$ cat src/rtl/gpio_pkg.sv
// gpio_pkg: shared types and widths for the GPIO serial receive path.
package gpio_pkg;
    typedef enum logic [2:0] {IDLE, START, DATA, PARITY, STOP, WAIT_HIGH} rx_state_t;
    localparam int FRAME_BITS = 19;
    localparam int GPIO_W = 17;
    localparam int DATA_W = GPIO_W - 1;
endpackage

$ cat src/rtl/gpio_sync2.sv
// gpio_sync2: two-flop synchroniser for an asynchronous GPIO pin, resets to idle-high.
module gpio_sync2 (
    input  logic clk,
    input  logic rst_n,
    input  logic d,
    output logic q
);
    logic meta_q;
    always_ff @(posedge clk or negedge rst_n) begin
        if (!rst_n) begin
            meta_q <= 1'b1;
            q      <= 1'b1;
        end else begin
            meta_q <= d;
            q      <= meta_q;
        end
    end
endmodule

$ cat src/rtl/gpio_serial_rx.sv
// gpio_serial_rx: UART-style 16-bit frame deserialiser feeding GPIOIN as {parity, data}.
module gpio_serial_rx
    import gpio_pkg::*;
#(
    parameter int CLKS_PER_BIT = 16
) (
    input  logic              HCLK,
    input  logic              HRESETn,
    input  logic              RXD,
    output logic [GPIO_W-1:0] RXWORD,
    output logic              RXVALID,
    output logic              FRAMEERR,
    output logic              BUSY
);
    localparam int CW = $clog2(CLKS_PER_BIT);
    localparam logic [CW-1:0] HALF = CW'(CLKS_PER_BIT / 2 - 1);
    localparam logic [CW-1:0] FULL = CW'(CLKS_PER_BIT - 1);

    logic              rxd_s, rxd_prev_q, tick;
    rx_state_t         state_q, state_d;
    logic [CW-1:0]     cnt_q, cnt_d;
    logic [4:0]        idx_q, idx_d;
    logic [DATA_W-1:0] shift_q, shift_d;
    logic              par_q, par_d;
    logic [GPIO_W-1:0] word_q, word_d;
    logic              valid_q, valid_d, err_q, err_d, busy_q;

    gpio_sync2 u_sync (.clk(HCLK), .rst_n(HRESETn), .d(RXD), .q(rxd_s));

    assign tick = cnt_q == '0;

    // Every sampling state reloads a full bit period on its sample tick.
    always_comb begin
        state_d = state_q;
        cnt_d   = tick ? FULL : cnt_q - 1'b1;
        idx_d   = idx_q;
        shift_d = shift_q;
        par_d   = par_q;
        word_d  = word_q;
        valid_d = 1'b0;
        err_d   = 1'b0;
        case (state_q)
            IDLE: begin
                cnt_d = HALF;
                idx_d = '0;
                if (rxd_prev_q && !rxd_s) state_d = START;
            end
            START: if (tick) state_d = rxd_s ? IDLE : DATA;
            DATA: if (tick) begin
                shift_d = {rxd_s, shift_q[DATA_W-1:1]};
                idx_d   = idx_q + 5'd1;
                if (idx_q == 5'(DATA_W - 1)) state_d = PARITY;
            end
            PARITY: if (tick) begin
                par_d   = rxd_s;
                state_d = STOP;
            end
            STOP: if (tick) begin
                state_d = rxd_s ? IDLE : WAIT_HIGH;
                valid_d = rxd_s;
                err_d   = !rxd_s;
                word_d  = rxd_s ? {par_q, shift_q} : word_q;
            end
            WAIT_HIGH: if (rxd_s) state_d = IDLE;
            default: state_d = IDLE;
        endcase
    end

    always_ff @(posedge HCLK or negedge HRESETn) begin
        if (!HRESETn) begin
            state_q    <= IDLE;
            cnt_q      <= '0;
            idx_q      <= '0;
            shift_q    <= '0;
            par_q      <= 1'b0;
            word_q     <= '0;
            valid_q    <= 1'b0;
            err_q      <= 1'b0;
            busy_q     <= 1'b0;
            rxd_prev_q <= 1'b1;
        end else begin
            state_q    <= state_d;
            cnt_q      <= cnt_d;
            idx_q      <= idx_d;
            shift_q    <= shift_d;
            par_q      <= par_d;
            word_q     <= word_d;
            valid_q    <= valid_d;
            err_q      <= err_d;
            busy_q     <= state_d != IDLE;
            rxd_prev_q <= rxd_s;
        end
    end

    assign RXWORD   = word_q;
    assign RXVALID  = valid_q;
    assign FRAMEERR = err_q;
    assign BUSY     = busy_q;
endmodule

$ cat config.mk
export PLATFORM = sky130hd
export DESIGN_NAME = gpio_serial_rx
export DESIGN_NICKNAME = d
export VERILOG_FILES = /design/src/rtl/gpio_pkg.sv /design/src/rtl/gpio_sync2.sv /design/src/rtl/gpio_serial_rx.sv
export SDC_FILE = /design/constraint.sdc
export NUM_CORES = 1
export LEC_CHECK = 0
export ABC_AREA = 0
export CORE_ASPECT_RATIO = 0.7
export CORE_MARGIN = 5
export CORE_UTILIZATION = 55
export CTS_CLUSTER_SIZE = 28
export DETAILED_ROUTE_END_ITERATION = 8
export GPL_TIMING_DRIVEN = 0
export PLACE_DENSITY = 0.78
export SYNTH_ARGS = -nofsm -noshare
export SYNTH_HDL_FRONTEND = slang
export SYNTH_SLANG_ARGS = --single-unit
$ cat constraint.sdc
create_clock -name HCLK -period 3.1 [get_ports HCLK]
set_input_delay 0.775 -clock HCLK [delete_from_list [all_inputs] [get_ports HCLK]]
set_output_delay 0.775 -clock HCLK [all_outputs]
set_load 0.02 [all_outputs]
Word level (Yosys, flattened, before mapping) --
Index checks and enable logic that the tools add are counted.
Storage, ports and cells: input bits 3, logic and storage cells 49, register bits 52
Cells by class: multiplexer cells 18, reduce and logical (&&, ||, !) cells 10, $add $sub $neg 2, equality and inequality tests 7
Operators by type and width (count):
- 3-bit two-way mux | 8
- 3-bit case mux with 6 select lines | 1
- 5-bit case mux with 2 select lines | 1
- 4-bit two-way mux | 2
- 3-bit by 2-bit == test with 1-bit output (second input constant) | 2
- 3-bit == test (second input constant) | 2
- 2-bit AND reduction | 3
- 5-bit by 1-bit adder with 5-bit output (second input constant) | 1
- 5-bit by 4-bit == test with 1-bit output (second input constant) | 1
- 5-bit two-way mux | 1
- 4-bit zero test | 1
- 1-bit two-way mux | 4
- 4-bit by 1-bit subtractor with 4-bit output (second input constant) | 1
- 3-bit by 1-bit == test with 1-bit output (second input constant) | 1
- 3-bit zero test | 1
- 3-bit AND reduction | 1
- 3-bit nonzero test | 1
- 2-bit two-way mux | 1
- 2-bit inequality test (second input constant) | 1
- 2-bit nonzero test | 1
- 1-bit logical AND | 1
- 1-bit zero test | 1

Depth between registers and ports, before layout --
Gate-level depths: netlist (run 1).
depth in word-level cells 5, mapped depth 7

By module --
A second synthesis (run 1) with hierarchy kept.
Unflattened totals: cells, all modules 157, area, all modules 2240.9 um^2
Modules (own cells, without submodules):
- gpio_serial_rx | area an instance 2188.3 um^2, instances 1, sequential area each 1252.5 um^2, cells an instance 155
- gpio_sync2 | area an instance 52.6 um^2, instances 1, sequential area each 52.6 um^2, cells an instance 2

Worst setup path after synthesis (run 1) --
Ideal clock, no wire load.
kind register to register, start point register cnt_q[0], end point register word_q[10], in the netlist RXWORD[10], library setup time 0.125 ns, slack 1.272 ns, buffers on the path 1, cell stages (with the launch flop) 7, data required time 2.975 ns, arrival time 1.703 ns, cells stage by stage dfrtp_1 -> inv_1 -> ha_1 -> nor3b_4 -> nand4_4 -> buf_6 -> mux2_4
On the way: longest elaborated chain between the ends 2
Ends and longest elaborated chain:
- start: declaration | line gpio_serial_rx.sv:21 | logic [CW-1:0] cnt_q, cnt_d;
- start signal: assignment | line gpio_serial_rx.sv:83 | cnt_q <= cnt_d;
- 4-bit zero test | line gpio_serial_rx.sv:30 | assign tick = cnt_q == '0;
- 3-bit AND reduction (no line)
- end signal: assignment | line gpio_serial_rx.sv:87 | word_q <= word_d;
- end: declaration | line gpio_serial_rx.sv:25 | logic [GPIO_W-1:0] word_q, word_d;
Every way passes these cells. A chain may end at the register's enable or synchronous reset.

Worst setup path after layout (run 1) --
start point register cnt_q[0], end point register word_q[9], in the netlist RXWORD[9]
The elaborated chain is that of the path after synthesis.

==> results.cfg, run 1 <==
[cts]
cts_buffer_depth = 2
numCtsBuffers = 5
clock-sinks = 52
clkTransAtPathRegs_ps = 90
ctsRootBufferMaster = clkbuf_8
cts_tree = yes
clkLatencyLatePin_ps = 310
cts_resized = 0
post_cts_buffers = 0
cts_max_level = 2
cts_hold_buf = 0

[logic_synthesis]
synth_top_area_share_pct = 57.1
syn_area_per_cell_sq_um = 14.2
syn_nets = 157
yosys-top-cells-area = dfrtp_1 57%, mux2_2 13%, mux2_4 6.3%
netlist_area_sq_um = 2150
synth_seq_cells = 52
ys_types = 34
ys.flop_type = dfrtp_1
synth_edf_count = 0
yosysWarnings = 0
yosysTopAreaCell = dfrtp_1
syn_inst = 151
async_flop_share_pct = 100
synth-seq-area-share_pct = 60.8

[layout]
drive_above_1_share_pct = 30.2
area_delta_synth_final_pct = 19.0
nNetsFinal = 187
antennaDiodeCount = 0
final_area_sq_um = 2550
fillCellCount = 301
post-route-util_pct = 66.3

[power_and_ir_drop]
peakVddDrop_mv = 0.362
p_total_mw = 1.47
p_leak_nw = 1.25
powerDensity_nw_per_um2 = 573

[critical_path]
worst_setup_path_start_kind = flop
reg2reg_slack_ps = 980
r2r_start = cnt_q[0]
arrival_ps = 2310
worst_setup_path_end_kind = flop
cp-startpoint = cnt_q[0]
crit_type = reg2reg
slowest_stage = nor3b_4
required_ps = 3300
cp_slowest_stage_delay_ps = 450
cp_max_fo = 10
worstPathCellList = inv_1 -> ha_1 -> nor3b_4 -> nand4_4 -> buf_6 -> mux2_4

[placed_design]
place_area_sq_um = 2450
gp_congestion = 0.784
io_buffers = 22
hpwl_mm = 2.61

[sta]
finalSetupViolations = 0
period_share_pct = 68.4
fin_skew_ps = 4.63
min_period_ps = 2120
fmax_mhz = 472
max_slew.worst_pin.slew_ps = 468
finalHoldViolCount = 0
maxSlewHeadroom_pct = 68.8
drv_slew = 0
hold_ws_ps = 359
rsz0062_at_grt = no

[drt]
drt_first_pass_iters = 4
wl_per_cell_um = 15.3
drt_iter0_markers = 82
drc = 0
ant_nets = 0
vias = 1278
vias_per_cell = 5.46
finalWirelength_mm = 3.59

[flow_run]
cap_violations = 0

[grt]
grt_overflow = 0
grt_antenna_before_repair = 0
grt_max_degree = 34
grt_pass1_wl_mm = 6.29
grt_pass1_vias = 1316
track_usage_pct = 15.2

[run_status]
status = finished, final reports clean

[die]
initial_core_util_pct = 55.8
ios = 23
coreArea_sq_um = 3850
core.rowCount = 19
die_x_um = 84.7
die_area_sq_um = 5270
dieHeight_um = 62.3

[min_path]
worstHoldStart = u_sync.meta_q
hold_path_class = reg2reg
final timing paths:
path	to	depth (start not counted)
worst max-delay path	RXWORD[9]	6
worst max register to register	RXWORD[9]	6
min in group asynchronous	shift_q[0]	1
max in group asynchronous	u_sync.meta_q	2
worst min-delay path	u_sync.q	0
worst min register to register	u_sync.q	0
sequential cells by signal, summed over array words and instances, names as in the netlist:
name and count:
RXWORD 17, u_sync.q 1, BUSY 1, cnt_q 4
idx_q 5, state_q 3, FRAMEERR 1, u_sync.meta_q 1
RXVALID 1, par_q 1, rxd_prev_q 1, shift_q 16
per-layer routing:
| layer | track usage [%] | share of wire [%] | vias to the layer above |
|---|---|---|---|
| met1 | 19.8 | 45 | 653 |
| met2 | 23.3 | 48 | 25 |
| met5 | 0 | 0 | - |
| li1 | - | - | 594 |
| met4 | 7.11 | 1.4 | 0 |
| met3 | 4.62 | 4.9 | 6 |
Yosys cell counts, drive strengths merged (2+ instances only):
master	instances
a22o	3
mux2	34
or2	2
a21oi	5
clkbuf	3
dfstp	3
nor2	4
o21ai	5
nand2	4
inv	8
buf	3
dfrtp	49
ha	3
o31ai	2
nand4	3
nand3	6
worst max-delay path: cells and delay by family, from the launching register on:
kind / cells / cell delay, ps
AND/OR/NAND/NOR: 2 / 730
buffers and inverters: 2 / 340
multiplexers: 1 / 300
flip-flops: 1 / 410
adder cells (fa/ha/maj): 1 / 230
layout by cell type (no fill, tap or decap), types with 4 or more instances in the layout:
master | synthesis | routed
a21oi_1 | 5 | 5
clkbuf_1 | 3 | 4
clkbuf_8 | 0 | 5
clkdlybuf4s50_1 | 0 | 21
dfrtp_1 | 49 | 49
inv_1 | 8 | 8
mux2_2 | 25 | 25
mux2_4 | 9 | 9
nand2_1 | 4 | 4
nand3_1 | 6 | 6
nor2_1 | 4 | 4
o21ai_0 | 5 | 5
final cells by class:
type / instances / area (sq um) / area share (%)
Multi-Input combinational cell: 85 / 779 / 30.5
Clock inverter: 2 / 35.0 / 1.37
Timing Repair Buffer: 23 / 235 / 9.21
Buffer: 6 / 32.5 / 1.27
Inverter: 8 / 30.0 / 1.18
Sequential cell: 52 / 1310 / 51.1
Tap cell: 52 / 65.1 / 2.55
Clock buffer: 6 / 72.6 / 2.84
power breakdown:
group / internal (mW) / leakage (nW) / switching [mW]
Sequential: 0.730 / 0.698 / 0.0461
Clock: 0.240 / 0.0552 / 0.212
Combinational: 0.0945 / 0.497 / 0.143
Total: 1.06 / 1.25 / 0.401
through the flow:
| step | TNS [ps] | setup slack, ps | cells |
|---|---|---|---|
| 2_1_floorplan | 0 | 1270 | 151 |
| 3_3_place_gp | -5060 | -106 | 225 |
| 3_5_place_dp | 0 | 983 | 226 |
| 4_1_cts | 0 | 972 | 234 |
| 5_1_grt | 0 | 898 | 234 |
| 6_report | 0 | 981 | 234 |
kinds of logic (layout without fill, tap and decap cells):
kind of cell,after synthesis,count (layout),share of synthesized area [%]
XOR/XNOR,2,2,0.816
flip-flops,52,52,60.8
buffers and inverters,14,45,2.91
multiplexers,34,34,19.4
adder cells (fa/ha/maj),3,3,1.75
AO/OA/AOI/OAI,23,23,7.23
AND/OR/NAND/NOR,23,23,7.11
(Power assumes the default switching activity.)
==> inputs of run 2 (changes only) <==
--- a/config.mk
+++ b/config.mk
@@ -8,11 +8,11 @@
 export ABC_AREA = 0
 export CORE_ASPECT_RATIO = 0.7
 export CORE_MARGIN = 5
-export CORE_UTILIZATION = 55
+export CORE_UTILIZATION = 50
 export CTS_CLUSTER_SIZE = 28
 export DETAILED_ROUTE_END_ITERATION = 8
 export GPL_TIMING_DRIVEN = 0
-export PLACE_DENSITY = 0.78
+export PLACE_DENSITY = 0.75
 export SYNTH_ARGS = -nofsm -noshare
 export SYNTH_HDL_FRONTEND = slang
 export SYNTH_SLANG_ARGS = --single-unit
==> constraint.sdc (replaced) <==
create_clock -name HCLK -period 1.8 [get_ports HCLK]
set_input_delay 0.45 -clock HCLK [delete_from_list [all_inputs] [get_ports HCLK]]
set_output_delay 0.45 -clock HCLK [all_outputs]
set_load 0.02 [all_outputs]
==> results.cfg, run 2 (synthesis gave the netlist of run 1 again) <==
[sta]
fin_ws_ps = -44.5
maxSlewHeadroom_pct = 70.0
finalSetupViolations = 9
drv_slew = 0
fmax_mhz = 542
max_slew.worst_pin.slew_ps = 451
finalHoldViolCount = 0
min_period_ps = 1840
rsz0062_at_grt = yes
period_share_pct = 102
fin_skew_ps = 8.16

[grt]
grt_overflow = 0
grt_antenna_before_repair = 0
track_usage_pct = 14.3
grt_max_degree = 40
grt_pass1_wl_mm = 6.38
grt_pass1_vias = 1346

[power_and_ir_drop]
p_leak_nw = 1.31
p_total_mw = 2.51
powerDensity_nw_per_um2 = 950
peakVddDrop_mv = 0.529

[placed_design]
hpwl_mm = 2.59
dp_cells = 226
gp_congestion = 0.842
pre_cts_ws_ps = -316
io_buffers = 22

[critical_path]
worstRegToRegCells = 7
critPathCapture = RXWORD[13]
required_ps = 1990
path_buf_inv = 3
cp-startpoint = cnt_q[1]
r2r_start = cnt_q[1]
arrival_ps = 2030
crit_type = reg2reg
reg2reg_slack_ps = -40
critical_path.top_delay_family = buffers and inverters
slowest_stage = dfrtp_1
worstPathCellList = inv_2 -> ha_4 -> nor3b_4 -> buf_6 -> nand4_4 -> clkbuf_16 -> mux2_4
cp.depth = 7
worstReg2RegEnd = RXWORD[13]
cp_slowest_stage_delay_ps = 410
worst_setup_path_start_kind = flop
worst_setup_path_end_kind = flop
cp_max_fo = 5

[die]
dieHeight_um = 64.8
core.rowCount = 19
die_x_um = 88.3
coreArea_sq_um = 4040
die_area_sq_um = 5730
ios = 23
initial_core_util_pct = 53.1

[cts]
clock-sinks = 52
cts_max_level = 2
cts_buffer_depth = 2
ctsRootBufferMaster = clkbuf_8
clkTransAtPathRegs_ps = 90
cts_hold_buf = 0
clkLatencyLatePin_ps = 300
numCtsBuffers = 5
cts_tree = yes

[drt]
wl_per_cell_um = 16.1
vias_per_cell = 5.46
drt_first_pass_iters = 4
drc = 0
ant_nets = 0
drt_iter0_markers = 39
vias = 1306
finalWirelength_mm = 3.84

[layout]
nNetsFinal = 192
post-route-util_pct = 65.4
drive_above_1_share_pct = 34.2
area_delta_synth_final_pct = 23.0
antennaDiodeCount = 0
layout_commonest_cell = dfrtp_1
largest_reg_flops = 17
layout.cells.most_common_list = 49 x dfrtp_1, 25 x mux2_2, 20 x clkdlybuf4s50_1
fin_cells = 239

[run_status]
status = complete, but fails checks
violations = negative setup slack

[flow_run]
cap_violations = 0

[min_path]
hold_path_class = in2async
## run 2: cell types whose count changed in the layout (fill, tap and decap cells not counted), moves of 2 or more
cell / delta
buf_4: +4
buf_6: +2
buf_2: -2
inv_2: +2
inv_1: -2
## run 2: area by class of cell
class                   count  area (sq um)
plain buffers               5          46.3
flip-flops and latches     52          1310
repair buffers             29           308
fillers                   316          1400
multi-input cells          85           792
clock inverters             1          8.76
inverters                   8          30.0
well taps                  52          65.1
clock buffers               7          86.3
## run 2: worst min path at each step
stage	from	end	cells past startpoint
6_report	HRESETn	shift_q[10]	1
5_1_grt	HRESETn	RXWORD[13]	1
4_1_cts	HRESETn	RXWORD[13]	1
3_5_place_dp	u_sync.meta_q	u_sync.q	0
3_3_place_gp	u_sync.meta_q	u_sync.q	0
2_1_floorplan	HRESETn	BUSY	0
## run 2: metal layers
| layer | vias to the layer above | part of all wire [%] | wire length (um) | GRT usage (%) |
|---|---|---|---|---|
| li1 | 607 | - | - | - |
| met1 | 671 | 49 | 1870 | 19.3 |
| met2 | 20 | 47 | 1800 | 22.8 |
| met3 | 8 | 2.8 | 109 | 3.80 |
| met4 | 0 | 1.5 | 59 | 4.53 |
| met5 | - | 0 | 0 | 0 |
## run 2: power breakdown
group | leakage [nW] | total [mW] | internal (mW) | switching [mW]
Clock | 0.0484 | 0.677 | 0.315 | 0.362
Sequential | 0.698 | 1.34 | 1.26 | 0.0862
Combinational | 0.563 | 0.489 | 0.211 | 0.277
Total | 1.31 | 2.51 | 1.78 | 0.726
## run 2: repair_timing
item	4_1_cts	5_1_grt
setup buffers	4	1
endpoints found under the setup margin	40	35
gates resized for setup	5	5
gates cloned	0	1
pin swaps	1	0
## run 2: stage by stage
step / cell area [sq um] / hold slack [ps] / setup TNS [ps]
2_1_floorplan: 2150 / 154 / -153
4_1_cts: 2600 / 29.9 / -123
3_5_place_dp: 2450 / 348 / -7480
5_1_grt: 2640 / 42.4 / -1570
3_3_place_gp: 2440 / 348 / -59780
6_report: 2640 / 28.9 / -232
